--- config.mk ---
export PLATFORM = sky130hd
export DESIGN_NAME = sram_arbiter
export DESIGN_NICKNAME = d
export VERILOG_FILES = /design/src/rtl/elc3_mem_pkg.sv /design/src/rtl/sram_access_timer.sv /design/src/rtl/sram_arbiter.sv
export SDC_FILE = /design/constraint.sdc
export NUM_CORES = 1
export LEC_CHECK = 0
export CAP_MARGIN = 20
export CELL_PAD_IN_SITES_DETAIL_PLACEMENT = 0
export CELL_PAD_IN_SITES_GLOBAL_PLACEMENT = 1
export CORE_ASPECT_RATIO = 0.5
export CORE_MARGIN = 5
export CORE_UTILIZATION = 32
export DETAILED_ROUTE_END_ITERATION = 6
export PLACE_DENSITY = 0.81
export SKIP_CTS_REPAIR_TIMING = 1
export SLEW_MARGIN = 20
export SYNTH_ARGS = -nofsm -noshare
export SYNTH_HDL_FRONTEND = slang
export SYNTH_SLANG_ARGS = --single-unit
--- constraint.sdc ---
create_clock -name Clk -period 2.68 [get_ports Clk]
set_input_delay 0.268 -clock Clk [delete_from_list [all_inputs] [get_ports Clk]]
set_output_delay 0.268 -clock Clk [all_outputs]
set_load 0.01 [all_outputs]
--- src/rtl/elc3_mem_pkg.sv ---
// Shared definitions for the external SRAM path.
//   state_e : arbiter sequencer states (IDLE, ACCESS, COMPLETE)
//   grant_e : which requester owns the current access
//   SRAM_ADDR_W / DATA_W : external SRAM geometry
//   CNT_W   : width of the access-cycle counter (ACCESS_CYCLES up to 15)
package elc3_mem_pkg;

  localparam int SRAM_ADDR_W = 20;
  localparam int DATA_W      = 16;
  localparam int CNT_W       = 4;

  typedef enum logic [1:0] {
    IDLE     = 2'd0,
    ACCESS   = 2'd1,
    COMPLETE = 2'd2
  } state_e;

  typedef enum logic {
    GNT_CPU = 1'b0,
    GNT_VID = 1'b1
  } grant_e;

endpackage

--- src/rtl/sram_access_timer.sv ---
// Loadable cycle counter that times one SRAM access.
//   clk_i  : clock
//   rst_ni : asynchronous active-low reset (counter -> 0)
//   clr_i  : clear the counter (start of a new access)
//   en_i   : advance the counter by one
//   last_o : high while the counter sits on the final access cycle
module sram_access_timer
  import elc3_mem_pkg::*;
#(
  parameter int ACCESS_CYCLES = 2
) (
  input  logic clk_i,
  input  logic rst_ni,
  input  logic clr_i,
  input  logic en_i,
  output logic last_o
);

  if (ACCESS_CYCLES < 1 || ACCESS_CYCLES > 15) begin : g_bad_cycles
    $error("sram_access_timer: ACCESS_CYCLES must be 1..15");
  end

  localparam logic [CNT_W-1:0] LAST_CNT = CNT_W'(ACCESS_CYCLES - 1);

  logic [CNT_W-1:0] cnt_q, cnt_d;

  always_comb begin
    cnt_d = cnt_q;
    if (clr_i) begin
      cnt_d = '0;
    end else if (en_i) begin
      cnt_d = cnt_q + CNT_W'(1);
    end
  end

  always_ff @(posedge clk_i or negedge rst_ni) begin
    if (!rst_ni) begin
      cnt_q <= '0;
    end else begin
      cnt_q <= cnt_d;
    end
  end

  assign last_o = (cnt_q == LAST_CNT);

endmodule

--- src/rtl/sram_arbiter.sv ---
// Shares the external 16-bit SRAM between the CPU memory path and the
// read-only video fetch port, and owns the SRAM strobe sequencer.
//   Clk, Reset            : clock, asynchronous active-low reset
//   CPU_Req/R_W/Addr/WData: CPU access request (level), 1 = write
//   CPU_RData, CPU_Ready  : last CPU read data, one-cycle completion pulse
//   VID_Req/Addr          : video read request (level) and word address
//   VID_RData, VID_Valid  : last video read data, one-cycle completion pulse
//   SRAM_Addr, SRAM_DQ_*  : SRAM address and data tri-state interface
//   Mem_CE/OE/WE/LB/UB    : active-high SRAM strobes (inverted at top level)
module sram_arbiter
  import elc3_mem_pkg::*;
#(
  parameter int ACCESS_CYCLES = 2,
  parameter int ADDR_W        = SRAM_ADDR_W
) (
  input  logic              Clk,
  input  logic              Reset,
  input  logic              CPU_Req,
  input  logic              CPU_R_W,
  input  logic [15:0]       CPU_Addr,
  input  logic [15:0]       CPU_WData,
  output logic [15:0]       CPU_RData,
  output logic              CPU_Ready,
  input  logic              VID_Req,
  input  logic [ADDR_W-1:0] VID_Addr,
  output logic [15:0]       VID_RData,
  output logic              VID_Valid,
  output logic [ADDR_W-1:0] SRAM_Addr,
  output logic [15:0]       SRAM_DQ_Out,
  input  logic [15:0]       SRAM_DQ_In,
  output logic              SRAM_DQ_OE,
  output logic              Mem_CE,
  output logic              Mem_OE,
  output logic              Mem_WE,
  output logic              Mem_LB,
  output logic              Mem_UB
);

  state_e              state_q, state_d;
  grant_e              gnt_q, gnt_d;
  grant_e              last_q, last_d;
  logic                rw_q, rw_d;
  logic [ADDR_W-1:0]   addr_q, addr_d;
  logic [DATA_W-1:0]   wdata_q, wdata_d;
  logic [DATA_W-1:0]   cpu_rdata_q, cpu_rdata_d;
  logic [DATA_W-1:0]   vid_rdata_q, vid_rdata_d;
  logic                timer_clr, timer_en, timer_last;
  logic                pick_vid;
  logic                in_access, in_complete;

  // A lone request wins outright; on a tie the port that did not go last wins.
  assign pick_vid = VID_Req && (!CPU_Req || (last_q == GNT_CPU));

  always_comb begin
    state_d     = state_q;
    gnt_d       = gnt_q;
    last_d      = last_q;
    rw_d        = rw_q;
    addr_d      = addr_q;
    wdata_d     = wdata_q;
    cpu_rdata_d = cpu_rdata_q;
    vid_rdata_d = vid_rdata_q;
    timer_clr   = 1'b0;
    timer_en    = 1'b0;

    unique case (state_q)
      IDLE: begin
        if (CPU_Req || VID_Req) begin
          timer_clr = 1'b1;
          state_d   = ACCESS;
          if (pick_vid) begin
            gnt_d  = GNT_VID;
            addr_d = VID_Addr;
            rw_d   = 1'b0;
          end else begin
            gnt_d   = GNT_CPU;
            addr_d  = ADDR_W'(CPU_Addr);
            rw_d    = CPU_R_W;
            wdata_d = CPU_WData;
          end
        end
      end
      ACCESS: begin
        timer_en = 1'b1;
        if (timer_last) begin
          state_d = COMPLETE;
          // Capture on the final strobed edge, while OE is still asserted.
          if (!rw_q) begin
            if (gnt_q == GNT_CPU) begin
              cpu_rdata_d = SRAM_DQ_In;
            end else begin
              vid_rdata_d = SRAM_DQ_In;
            end
          end
        end
      end
      COMPLETE: begin
        last_d  = gnt_q;
        state_d = IDLE;
      end
      default: begin
        state_d = IDLE;
      end
    endcase
  end

  always_ff @(posedge Clk or negedge Reset) begin
    if (!Reset) begin
      state_q     <= IDLE;
      gnt_q       <= GNT_CPU;
      last_q      <= GNT_CPU;
      rw_q        <= 1'b0;
      addr_q      <= '0;
      wdata_q     <= '0;
      cpu_rdata_q <= '0;
      vid_rdata_q <= '0;
    end else begin
      state_q     <= state_d;
      gnt_q       <= gnt_d;
      last_q      <= last_d;
      rw_q        <= rw_d;
      addr_q      <= addr_d;
      wdata_q     <= wdata_d;
      cpu_rdata_q <= cpu_rdata_d;
      vid_rdata_q <= vid_rdata_d;
    end
  end

  sram_access_timer #(
    .ACCESS_CYCLES (ACCESS_CYCLES)
  ) u_timer (
    .clk_i  (Clk),
    .rst_ni (Reset),
    .clr_i  (timer_clr),
    .en_i   (timer_en),
    .last_o (timer_last)
  );

  // Strobes decode straight from registered state so an asynchronous reset
  // drops them immediately, without waiting for a clock edge.
  assign in_access   = (state_q == ACCESS);
  assign in_complete = (state_q == COMPLETE);

  assign Mem_CE      = in_access;
  assign Mem_LB      = in_access;
  assign Mem_UB      = in_access;
  assign Mem_OE      = in_access && !rw_q;
  assign Mem_WE      = in_access && rw_q;
  // Keep driving write data through COMPLETE for hold time after WE drops.
  assign SRAM_DQ_OE  = rw_q && (in_access || in_complete);

  assign CPU_Ready   = in_complete && (gnt_q == GNT_CPU);
  assign VID_Valid   = in_complete && (gnt_q == GNT_VID);

  assign SRAM_Addr   = addr_q;
  assign SRAM_DQ_Out = wdata_q;
  assign CPU_RData   = cpu_rdata_q;
  assign VID_RData   = vid_rdata_q;

endmodule

* Word-level counts from Yosys, hierarchy flattened *
Cells that the tools add are included.

operators by class
  add/sub/neg operators = 1
  equality and inequality tests = 5
  muxes and demuxes = 11
  bitwise gates (word level) = 4
  reductions and logical operators = 18

operators by type and width
  cell                                            number
  two-way mux 20 bit                              1
  two-way mux 4 bit                               2
  AND reduction 4 bit                             2
  logical AND 1 bit                               6
  two-way mux 1 bit                               5
  adder 4 x 1 -> 4 bit (second input constant)    1
  == test 4 x 1 -> 1 bit (second input constant)  1
  two-way mux 2 bit                               2
  inequality test 2 bit (second input constant)   2
  inverter 1 bit                                  4
  case mux 2 bit (2 select lines)                 1
  AND reduction 2 bit                             2
  logical OR 1 bit                                3
  AND reduction 3 bit                             1
  == test 2 x 1 -> 1 bit (second input constant)  1
  == test 2 bit (second input constant)           1
  zero test 1 bit                                 2
  zero test 2 bit                                 1
  nonzero test 2 bit                              1

storage, ports and cells
  bits in registers = 77
  bits of input ports = 73
  logic and storage cells = 48

* Depth between registers and ports, before layout *
Gate-level depths: netlist of the first run.

  depth after elaboration = 5
  depth in mapped cells = 7

* Cells and area by module *
From an unflattened synthesis of the first run, not the netlist that was laid out.

unflattened totals
  cells, all modules = 218
  area, all modules = 3,224.3 um^2

modules (own cells, without submodules)
  module             times used  cells an instance  area an instance (um^2)  seq. area each (um^2)
  sram_arbiter       1           198                3,002.9                  1,826.8
  sram_access_timer  1           20                 221.5                    100.1

* Worst setup path after synthesis of the first run *
Ideal clock, no wire load.

  kind = reg-to-reg
  start = register state_q[1]
  end = register cpu_rdata_q[10], in the netlist CPU_RData[10]
  library setup time = 125 ps
  data arrival time = 1,894 ps
  required time = 2,555 ps
  path slack = 661 ps
  cell stages (with the launch flop) = 8
  buffers on the path = 2
  cell sequence = dfrtp_1 > inv_1 > ha_1 > buf_6 > and2b_2 > nor3b_4 > buf_8 > mux2_2

on the way
  cells in the longest elaborated chain, start to end = 2

RTL lines
  what                                  line                 source
  from (decl)                           sram_arbiter.sv:39   state_e state_q, state_d;
  from (signal assigned)                sram_arbiter.sv:118  state_q <= state_d;
  == test 2 x 1 -> 1 bit                n/a
  via Mem_CE                            sram_arbiter.sv:32   output logic Mem_CE,
  AND reduction 4 bit (no source line)  n/a
  to (signal assigned)                  sram_arbiter.sv:124  cpu_rdata_q <= cpu_rdata_d;
  to (decl)                             sram_arbiter.sv:45   logic [DATA_W-1:0] cpu_rdata_q, cpu_rdata_d;

The timed path passes the listed nets, and every way through them passes these cells.
A chain may end at the register's enable or synchronous reset.

* Final worst setup path of the first run *
  start = register state_q[1]
  end = output port Mem_OE

on the way
  cells in the longest elaborated chain, start to end = 2

RTL lines
  what                    line                 source
  == test 2 x 1 -> 1 bit  sram_arbiter.sv:141  assign in_access = (state_q == ACCESS);
  logical AND 1 bit       sram_arbiter.sv:147  assign Mem_OE = in_access && !rw_q;
  to (decl)               sram_arbiter.sv:33   output logic Mem_OE,

No other way between the ends.

==> results.sh, run 1 <==
export IMPL_outcome="complete, but fails checks"
export IMPL_violations="negative hold slack"
export IMPL_cts_tree="built"
export IMPL_die_w_um=153
export IMPL_fin_cells=533
export IMPL_crit_required_ns=2.41
export IMPL_netlist_area_um2=3270
export IMPL_drtAntennaViolNets=0
export IMPL_rows=26
export IMPL_drc=0
export IMPL_regArea_um2=1930
export IMPL_clockRootBuffer="clkbuf_16"
export IMPL_period_share_pct=85.4
export IMPL_power_density_nw_per_um2=1210
export IMPL_synth_xor_area_share_pct=0
export IMPL_met2_usage_pct=27.4
export IMPL_multi_input_area_um2=1250
export IMPL_whs_ns=-0.0446
export IMPL_ys_seq_elements=77
export IMPL_startpoint_type="register"
export IMPL_start_util_pct=32.4
export IMPL_setup_viol=0
export IMPL_drt_total_wl_um=8690
export IMPL_rsz0062_at_grt="false"
export IMPL_dp_hpwl_um=6700
export IMPL_path_max_fanout=12
export IMPL_ys_warnings_count=0
export IMPL_crit_reg2reg_launch="state_q[1]$_DFFE_PN0P_"
export IMPL_slew_headroom_pct=54.7
export IMPL_layout_drive_gt1_share_pct=20.4
export IMPL_busiest_layer="met2"
export IMPL_gr_usage_all_layers_pct=14.0
export IMPL_total_power_mw=6.28
export IMPL_cts_max_path_buffers=2
export IMPL_r2r_slack_ns=0.47
export IMPL_htreeDepth=3
export IMPL_drt_wirelength_per_cell_um=16.3
export IMPL_cp_arrival_ns=2.02
export IMPL_area_delta_synth_final_pct=59.3
export IMPL_end_kind="output port"
export IMPL_clk_latency_ns=0.33
export IMPL_die_height_um=81.4
export IMPL_use_met3_pct=3.84
export IMPL_critical_path_class="register to output port"
export IMPL_cts_sinks=77
export IMPL_coreArea_um2=10100
export IMPL_synth_simple_gate_area_share_pct=5.82
export IMPL_synth_top_family_by_area="multiplexers"
export IMPL_via_per_inst=4.54
export IMPL_synthMuxAreaShare_pct=22.1
export IMPL_firstDrtPassIters=4
export IMPL_maxCapViolations=0
export IMPL_worstHoldPathType="input pin to asynchronous set/reset pin"
export IMPL_ys_seq_area_share_pct=59.0
export IMPL_finalMaxSlewViolations=0
export IMPL_placed_area_um2=4880
export IMPL_r2r_cells=5
export IMPL_avgSynthCellArea_um2=13.7
export IMPL_finalClockSkew_ns=0.00434
export IMPL_synth_compound_area_share_pct=7.77
export IMPL_ios=149
export IMPL_cts_buffers=9
export IMPL_crit_path_end="Mem_OE"
export IMPL_peakVddDrop_uv=402
export IMPL_syn_inst=238
export IMPL_overflow=0
export IMPL_fillers=866
export IMPL_p_leak_nw=2.19
export IMPL_final_area_um2=5200
export IMPL_place_congestion=0.768
export IMPL_placed_cells_incl_taps=517
export IMPL_setup_worst_path_start="state_q[1]$_DFFE_PN0P_"
export IMPL_synth_fa_ha_area_share_pct=2.30
export IMPL_antenna_found_initial=0
export IMPL_setup_tns_ns=0
export IMPL_cts_clk_slew_worst_paths_ns=0.06
export IMPL_diodes=0
export IMPL_port_buffer_count=148
export IMPL_nNetsFinal=467
export IMPL_drtIter0Drc=75
export IMPL_grt_pass1_wl_um=13900
export IMPL_r2r_end="VID_RData[7]$_DFFE_PN0P_"
export IMPL_period_needed_ns=2.29
export IMPL_hold_viol_final=67
export IMPL_grt_pass1_vias=2732
export IMPL_die_area_um2=12500
export IMPL_vias=2422
export IMPL_grt_max_degree=78
export IMPL_met1_usage_pct=15.2
export IMPL_synth_fp_nets=317
export IMPL_tightest_slew_ns=0.680
export IMPL_yosys_cell_types_count=33
export IMPL_fmax_ghz=0.437
sequential cells by signal, summed over array words and instances (netlist names):
register and cells:
SRAM_Addr 20, CPU_RData 16, SRAM_DQ_Out 16, VID_RData 16, u_timer.cnt_q 4, state_q 2
gnt_q 1, last_q 1, rw_q 1
worst max-delay path, cell delays in order, from the launching register on:
cell and delay, ns:
dfrtp_1 0.38, inv_1 0.12, ha_1 0.41, and2b_2 0.24
clkdlybuf4s50_1 0.54
synthesized netlist by cell type (all sizes together):
cell / n / area [um2]
dfrtp: 77 / 1930
mux2: 50 / 563
o21ai: 19 / 95.1
mux2i: 16 / 160
nand2: 16 / 60.1
buf: 9 / 67.6
ha: 6 / 75.1
a22o: 5 / 43.8
and2: 4 / 25.0
clkbuf: 4 / 15.0
inv: 4 / 15.0
o21a: 4 / 30.0
nor2: 3 / 11.3
o22ai: 3 / 18.8
a21oi: 2 / 10.0
a32o: 2 / 20.0
and2b: 2 / 17.5
nor2b: 2 / 12.5
nor3b: 2 / 26.3
a21boi: 1 / 7.51
a21o: 1 / 7.51
and3: 1 / 7.51
nand2b: 1 / 6.26
nand4: 1 / 12.5
o211ai: 1 / 12.5
o2bb2ai: 1 / 8.76
or3b: 1 / 11.3
cells in the final DEF, fill, tap and decap left out:
| master | n |
|---|---|
| or3b_4 | 1 |
| dfrtp_1 | 77 |
| nand2b_1 | 1 |
| and2b_2 | 2 |
| inv_6 | 1 |
| o21a_1 | 4 |
| nor3b_1 | 1 |
| a32o_1 | 2 |
| o211ai_2 | 1 |
| a21o_1 | 1 |
| o21ai_0 | 18 |
| and2_1 | 4 |
| inv_1 | 4 |
| buf_6 | 1 |
| nand4_2 | 1 |
| clkinv_2 | 1 |
| ha_1 | 6 |
| nor2b_1 | 2 |
| clkbuf_16 | 9 |
| clkinv_4 | 2 |
| o21ai_2 | 1 |
| mux2i_1 | 16 |
| bufinv_16 | 2 |
| nor3b_4 | 1 |
| clkdlybuf4s50_1 | 147 |
| and3_2 | 1 |
| buf_4 | 4 |
| nor2_1 | 3 |
| clkinvlp_4 | 1 |
| nand2_1 | 16 |
| a21boi_2 | 1 |
| o2bb2ai_1 | 1 |
| a21oi_1 | 2 |
| o22ai_1 | 3 |
| a22o_1 | 5 |
| mux2_2 | 50 |
layer usage:
layer  wire [um]  part of all wire (%)  vias to the layer above
met4          93                   1.1                        0
met3         339                   3.9                        7
met2        4970                    57                       53
met1        3290                    38                     1214
met5           0                     0                        -
li1            -                     -                     1148
logic make-up (layout without fill, tap and decap cells):
kind of cell	after synthesis	count (layout)
adder cells (fa/ha/maj)	6	6
flip-flops	77	77
buffers and inverters	17	172
AO/OA/AOI/OAI	39	39
AND/OR/NAND/NOR	33	33
multiplexers	66	66
per-stage QoR:
stage	worst slack, ns	utilization [%]	hold slack (ns)
finish	0.392	51.6	-0.0446
CTS	0.362	51.6	0.125
global route	0.300	51.6	0.0218
detailed placement	0.465	48.3	0.471
global placement	0.603	48.3	0.466
floorplan	0.661	-	-0.0276
power by group:
part / internal (mW) / switching [mW] / total [mW] / leakage [nW]
registers: 1.76 / 0.352 / 2.11 / 0.923
clock network: 0.819 / 0.474 / 1.29 / 0.156
logic: 1.71 / 1.16 / 2.88 / 1.12
area by class of cell:
cell class / instances / share of cell area (%)
clock buffer: 9 / 4.33
timing repair buffer: 152 / 29.1
sequential: 77 / 37.0
inverter: 4 / 0.289
tap: 140 / 3.37
multi-input combinational: 144 / 24.0
clock inverter: 7 / 1.90
worst min-delay path by stage:
stage,from,endpoint,depth (start not counted)
floorplan,Reset,CPU_RData[0]$_DFFE_PN0P_,0
global placement,Reset,SRAM_Addr[19]$_DFFE_PN0P_,1
detailed placement,SRAM_Addr[15]$_DFFE_PN0P_,SRAM_Addr[15]$_DFFE_PN0P_,2
CTS,Reset,SRAM_Addr[4]$_DFFE_PN0P_,1
global route,Reset,SRAM_Addr[3]$_DFFE_PN0P_,1
finish,Reset,SRAM_Addr[18]$_DFFE_PN0P_,1
(Power assumes the default switching activity.)
==> run 2, diff against run 1 <==
--- a/config.mk
+++ b/config.mk
@@ -9,12 +9,11 @@
 export CELL_PAD_IN_SITES_DETAIL_PLACEMENT = 0
 export CELL_PAD_IN_SITES_GLOBAL_PLACEMENT = 1
 export CORE_ASPECT_RATIO = 0.5
-export CORE_MARGIN = 5
 export CORE_UTILIZATION = 32
 export DETAILED_ROUTE_END_ITERATION = 6
-export PLACE_DENSITY = 0.81
+export PLACE_DENSITY_LB_ADDON = 0.1
 export SKIP_CTS_REPAIR_TIMING = 1
-export SLEW_MARGIN = 20
+export SLEW_MARGIN = 10
 export SYNTH_ARGS = -nofsm -noshare
 export SYNTH_HDL_FRONTEND = slang
 export SYNTH_SLANG_ARGS = --single-unit
==> run 2 against run 1 <==
- the run now ends clean
- core utilization up 2.0 points
- register-to-register slack improved by 0.17 ns
- worst hold slack improved by 0.11 ns
- critical path depth is 1 higher
- fmax increased by 2.7%
- first-iteration DRC count down 17%
- clock skew rose by 0.0022 ns
- total power decreased by 1.4%
- combinational power is essentially flat
- clock power decreased by 5%
- via count up 0.50%
- design area decreased by 0.41%
- critical path type unchanged
- largest cell class unchanged
- highest routed layer unchanged
==> results.sh, run 2 (synthesis results as in run 1) <==
export IMPL_layout_common_cells="147 x clkdlybuf4s50_1, 77 x dfrtp_1, 50 x mux2_2, 18 x o21ai_0"
export IMPL_startpoint_type="register"
export IMPL_cts_max_path_buffers=2
export IMPL_clkPwrFrac_pct=19.8
export IMPL_slew_headroom_pct=35.1
export IMPL_p_seq_share_pct=34.0
export IMPL_grt_pass1_vias=2462
export IMPL_period_needed_ns=2.23
export IMPL_end_kind="output port"
export IMPL_grt_max_degree=78
export IMPL_setup_viol=0
export IMPL_diodes=0
export IMPL_critical_path_class="register to output port"
export IMPL_dp_hpwl_um=5750
export IMPL_outcome="completed"
export IMPL_vias=2434
export IMPL_p_leak_nw=2.19
export IMPL_layout_drive_gt1_share_pct=20.6
export IMPL_cts_buffers=9
export IMPL_nNetsFinal=468
export IMPL_period_share_pct=83.1
export IMPL_firstDrtPassIters=4
export IMPL_coreArea_um2=9670
export IMPL_clk_latency_ns=0.33
export IMPL_drc=0
export IMPL_start_util_pct=33.8
export IMPL_fin_cells=529
export IMPL_hold_viol_final=0
export IMPL_p_int_mw=4.21
export IMPL_grt_pass1_wl_um=12400
export IMPL_tightest_slew_ns=0.974
export IMPL_switching_share_pct=31.9
export IMPL_cts_sinks=77
export IMPL_whs_ns=0.0692
export IMPL_largest_register_ffs=20
export IMPL_antenna_found_initial=0
export IMPL_fmax_ghz=0.449
export IMPL_peakVddDrop_uv=395
export IMPL_crit_required_ns=2.41
export IMPL_cts_tree="built"
export IMPL_fillers=851
export IMPL_drt_total_wl_um=7730
export IMPL_r2r_end="VID_RData[15]$_DFFE_PN0P_"
export IMPL_overflow=0
export IMPL_p_switching_mw=1.98
export IMPL_crit_reg2reg_launch="state_q[1]$_DFFE_PN0P_"
export IMPL_port_buffer_count=148
export IMPL_drt_wirelength_per_cell_um=14.6
export IMPL_htreeDepth=3
export IMPL_cts_clk_slew_worst_paths_ns=0.06
export IMPL_drtAntennaViolNets=0
export IMPL_setup_tns_ns=0
export IMPL_rsz0062_at_grt="false"
export IMPL_rows=25
export IMPL_die_height_um=73.4
export IMPL_via_per_inst=4.60
export IMPL_mostFrequentLayoutCell="clkdlybuf4s50_1"
export IMPL_drtIter0Drc=62
export IMPL_clockRootBuffer="clkbuf_16"
export IMPL_worstHoldPathType="input pin to asynchronous set/reset pin"
export IMPL_finalMaxSlewViolations=0
export IMPL_area_delta_synth_final_pct=58.6
export IMPL_r2r_slack_ns=0.64
export IMPL_ios=149
export IMPL_placed_cells_incl_taps=513
export IMPL_finalClockSkew_ns=0.00658
export IMPL_die_area_um2=10600
export IMPL_power_density_nw_per_um2=1190
export IMPL_maxCapViolations=0
export IMPL_r2r_cells=5
export IMPL_place_congestion=0.757
export IMPL_gr_usage_all_layers_pct=15.7
export IMPL_die_w_um=145
export IMPL_cp_arrival_ns=1.96
export IMPL_p_comb_share_pct=46.2
export IMPL_path_max_fanout=7
run 2: changes by cell type in the layout (fill, tap and decap cells not counted):
cell       change
inv_6          +1
clkinv_4       -1
buf_6          -1
buf_4          +2
bufinv_16      -1
inv_8          +1
run 2: layout make-up:
type | instances | area (um2) | share of cell area, %
Inverter | 4 | 15.0 | 0.290
Sequential cell | 77 | 1930 | 37.2
Timing Repair Buffer | 153 | 1520 | 29.3
Multi-Input combinational cell | 144 | 1250 | 24.1
Tap cell | 135 | 169 | 3.26
Clock inverter | 7 | 80.1 | 1.55
Clock buffer | 9 | 225 | 4.35
run 2: per-stage QoR:
step	power, mW	cell area (um2)	worst slack, ns	util (%)
2_1_floorplan	3.46	3270	0.661	-
3_3_place_gp	4.94	4880	0.674	50.5
3_5_place_dp	5.03	4880	0.608	50.5
4_1_cts	6.28	5180	0.418	53.6
5_1_grt	6.63	5180	0.317	53.6
6_report	6.19	5180	0.453	53.6
run 2: layer usage:
layer | GRT usage, % | vias to the layer above | wire [um]
met1 | 19.1 | 1182 | 3440
met5 | 0 | - | 0
met4 | 6.67 | 0 | 89
li1 | - | 1144 | -
met3 | 6.39 | 10 | 713
met2 | 24.8 | 98 | 3480
run 2: worst max path at each step:
stage | startpoint | endpoint | cells past startpoint
after global placement | u_timer.cnt_q[1]$_DFFE_PN0P_ | CPU_RData[11]$_DFFE_PN0P_ | 6
after detailed placement | state_q[1]$_DFFE_PN0P_ | VID_RData[10]$_DFFE_PN0P_ | 5
after floorplan | state_q[1]$_DFFE_PN0P_ | CPU_RData[10]$_DFFE_PN0P_ | 7
after CTS | state_q[1]$_DFFE_PN0P_ | Mem_WE | 5
final | state_q[1]$_DFFE_PN0P_ | Mem_WE | 5
after global routing | state_q[1]$_DFFE_PN0P_ | Mem_WE | 5
run 2: power groups by stage:
stage               combinational (mW)  sequential (mW)  clock [mW]
CTS                               2.90             2.11        1.26
floorplan                         1.15             2.31           0
finish                            2.86             2.10        1.23
global route                      3.11             2.19        1.33
detailed placement                2.90             2.13           0
global placement                  2.85             2.09           0
run 2: critical path, stage by stage, from the launching register on:
cell and delay, ns:
dfrtp_1 0.37, inv_1 0.13, ha_1 0.29, buf_4 0.19
and2_1 0.12, clkdlybuf4s50_1 0.52
==> run 3, diff against run 2 <==
==> constraint.sdc (replaced) <==
create_clock -name Clk -period 2.2 [get_ports Clk]
set_input_delay 0.22 -clock Clk [delete_from_list [all_inputs] [get_ports Clk]]
set_output_delay 0.22 -clock Clk [all_outputs]
set_load 0.01 [all_outputs]
==> run 3 against run 2 <==
- total power is 21% higher
- clock skew is essentially flat
- worst setup slack worse by 0.34 ns
- clock-buffer cell count is the same
- cell count is 0.38% higher
- die area stayed put
- critical path type unchanged
- largest power group unchanged
==> results.sh, run 3 (synthesis results as in run 1) <==
export IMPL_clk_latency_ns=0.33
export IMPL_setup_tns_ns=0
export IMPL_die_w_um=145
export IMPL_drc=0
export IMPL_fillers=823
export IMPL_mostFrequentLayoutCell="clkdlybuf4s50_1"
export IMPL_ios=149
export IMPL_final_area_um2=5240
export IMPL_critical_path_class="register to output port"
export IMPL_place_congestion=0.775
export IMPL_overflow=0
export IMPL_drtAntennaViolNets=0
export IMPL_tightest_slew_ns=0.441
export IMPL_crit_required_ns=1.98
export IMPL_hold_viol_final=0
export IMPL_start_util_pct=33.8
export IMPL_grt_pass1_vias=2465
export IMPL_period_needed_ns=2.09
export IMPL_via_per_inst=4.50
export IMPL_cts_sinks=77
export IMPL_finalMaxSlewViolations=0
export IMPL_area_delta_synth_final_pct=60.4
export IMPL_largest_register_ffs=20
export IMPL_diodes=0
export IMPL_port_buffer_count=148
export IMPL_nNetsFinal=471
export IMPL_p_leak_nw=2.21
export IMPL_cts_clk_slew_worst_paths_ns=0.06
export IMPL_startpoint_type="register"
export IMPL_cp_arrival_ns=1.87
export IMPL_drt_total_wl_um=7610
export IMPL_gr_usage_all_layers_pct=15.2
export IMPL_firstDrtPassIters=4
export IMPL_period_share_pct=95.0
export IMPL_cts_buffers=9
export IMPL_coreArea_um2=9670
export IMPL_drtIter0Drc=88
export IMPL_slowest_stage="clkdlybuf4s50_1"
export IMPL_layout_common_cells="147 x clkdlybuf4s50_1, 77 x dfrtp_1, 50 x mux2_2, 18 x o21ai_0"
export IMPL_drt_wirelength_per_cell_um=14.3
export IMPL_fin_cells=531
export IMPL_finalClockSkew_ns=0.00690
export IMPL_fmax_ghz=0.478
export IMPL_cp_cell_sequence="inv_1, ha_1, and2b_2, clkdlybuf4s50_1"
export IMPL_power_density_nw_per_um2=1430
export IMPL_cts_max_path_buffers=2
export IMPL_setup_viol=0
export IMPL_layout_drive_gt1_share_pct=20.7
export IMPL_placed_area_um2=4930
export IMPL_dp_hpwl_um=5770
export IMPL_path_buf_inv=2
export IMPL_cp_top_family="buffers and inverters"
export IMPL_die_area_um2=10600
export IMPL_path_max_fanout=6
export IMPL_rows=25
export IMPL_grt_pass1_wl_um=12100
export IMPL_vias=2387
export IMPL_cts_tree="built"
export IMPL_outcome="completed"
export IMPL_placed_cells_incl_taps=515
export IMPL_grt_max_degree=46
export IMPL_peakVddDrop_uv=471
export IMPL_max_stage_delay_ns=0.55
export IMPL_htreeDepth=3
export IMPL_clockRootBuffer="clkbuf_16"
export IMPL_worstHoldPathType="input pin to asynchronous set/reset pin"
export IMPL_slew_headroom_pct=70.6
export IMPL_end_kind="output port"
export IMPL_antenna_found_initial=0
export IMPL_setup_worst_path_start="state_q[1]$_DFFE_PN0P_"
export IMPL_die_height_um=73.4
export IMPL_crit_reg2reg_launch="u_timer.cnt_q[1]$_DFFE_PN0P_"
export IMPL_maxCapViolations=0
export IMPL_rsz0062_at_grt="false"
run 3: changes by cell type in the layout (fill, tap and decap cells not counted), sizes merged:
cell	delta
buf	+2
clkinv	+2
dlygate4sd3	+1
inv	-3
run 3: layout make-up:
class	instances	area (um2)	share of cell area [%]
Clock inverter	6	65.1	1.24
Inverter	4	15.0	0.287
Clock buffer	9	225	4.30
Sequential cell	77	1930	36.8
Timing Repair Buffer	156	1580	30.1
Tap cell	135	169	3.22
Multi-Input combinational cell	144	1260	24.0
run 3: final timing paths:
kind	endpoint	slack [ns]	cells past startpoint
min	SRAM_Addr[2]$_DFFE_PN0P_	0.37	2
min reg2reg	SRAM_Addr[13]$_DFFE_PN0P_	0.48	2
max	Mem_OE	0.11	4
min in group Clk	SRAM_Addr[13]$_DFFE_PN0P_	0.48	2
max reg2reg	CPU_RData[6]$_DFFE_PN0P_	0.20	6
max in group asynchronous	CPU_RData[5]$_DFFE_PN0P_	1.24	3
run 3: routing by layer:
metal | GRT usage, % | share of wire, % | vias to the layer above
met1 | 18.0 | 43 | 1134
met4 | 4.56 | 0.84 | 0
li1 | - | - | 1153
met2 | 24.9 | 47 | 93
met3 | 6.84 | 9.5 | 7
met5 | 0 | 0 | -
run 3: report_power, final:
group | switching (mW) | leakage [nW] | internal (mW)
registers | 0.422 | 0.923 | 2.14
logic | 1.38 | 1.15 | 2.14
clock network | 0.551 | 0.141 | 0.870
run 3: stage by stage:
stage	setup slack, ns	hold slack [ns]	util [%]	power [mW]
finish	0.110	0.368	54.2	7.50
global route	0.0203	0.399	54.2	8.03
CTS	0.0760	-0.163	54.0	7.61
detailed placement	0.0798	0.198	51.0	6.14
global placement	0.236	0.184	51.0	6.05
floorplan	0.181	-0.0756	-	4.22
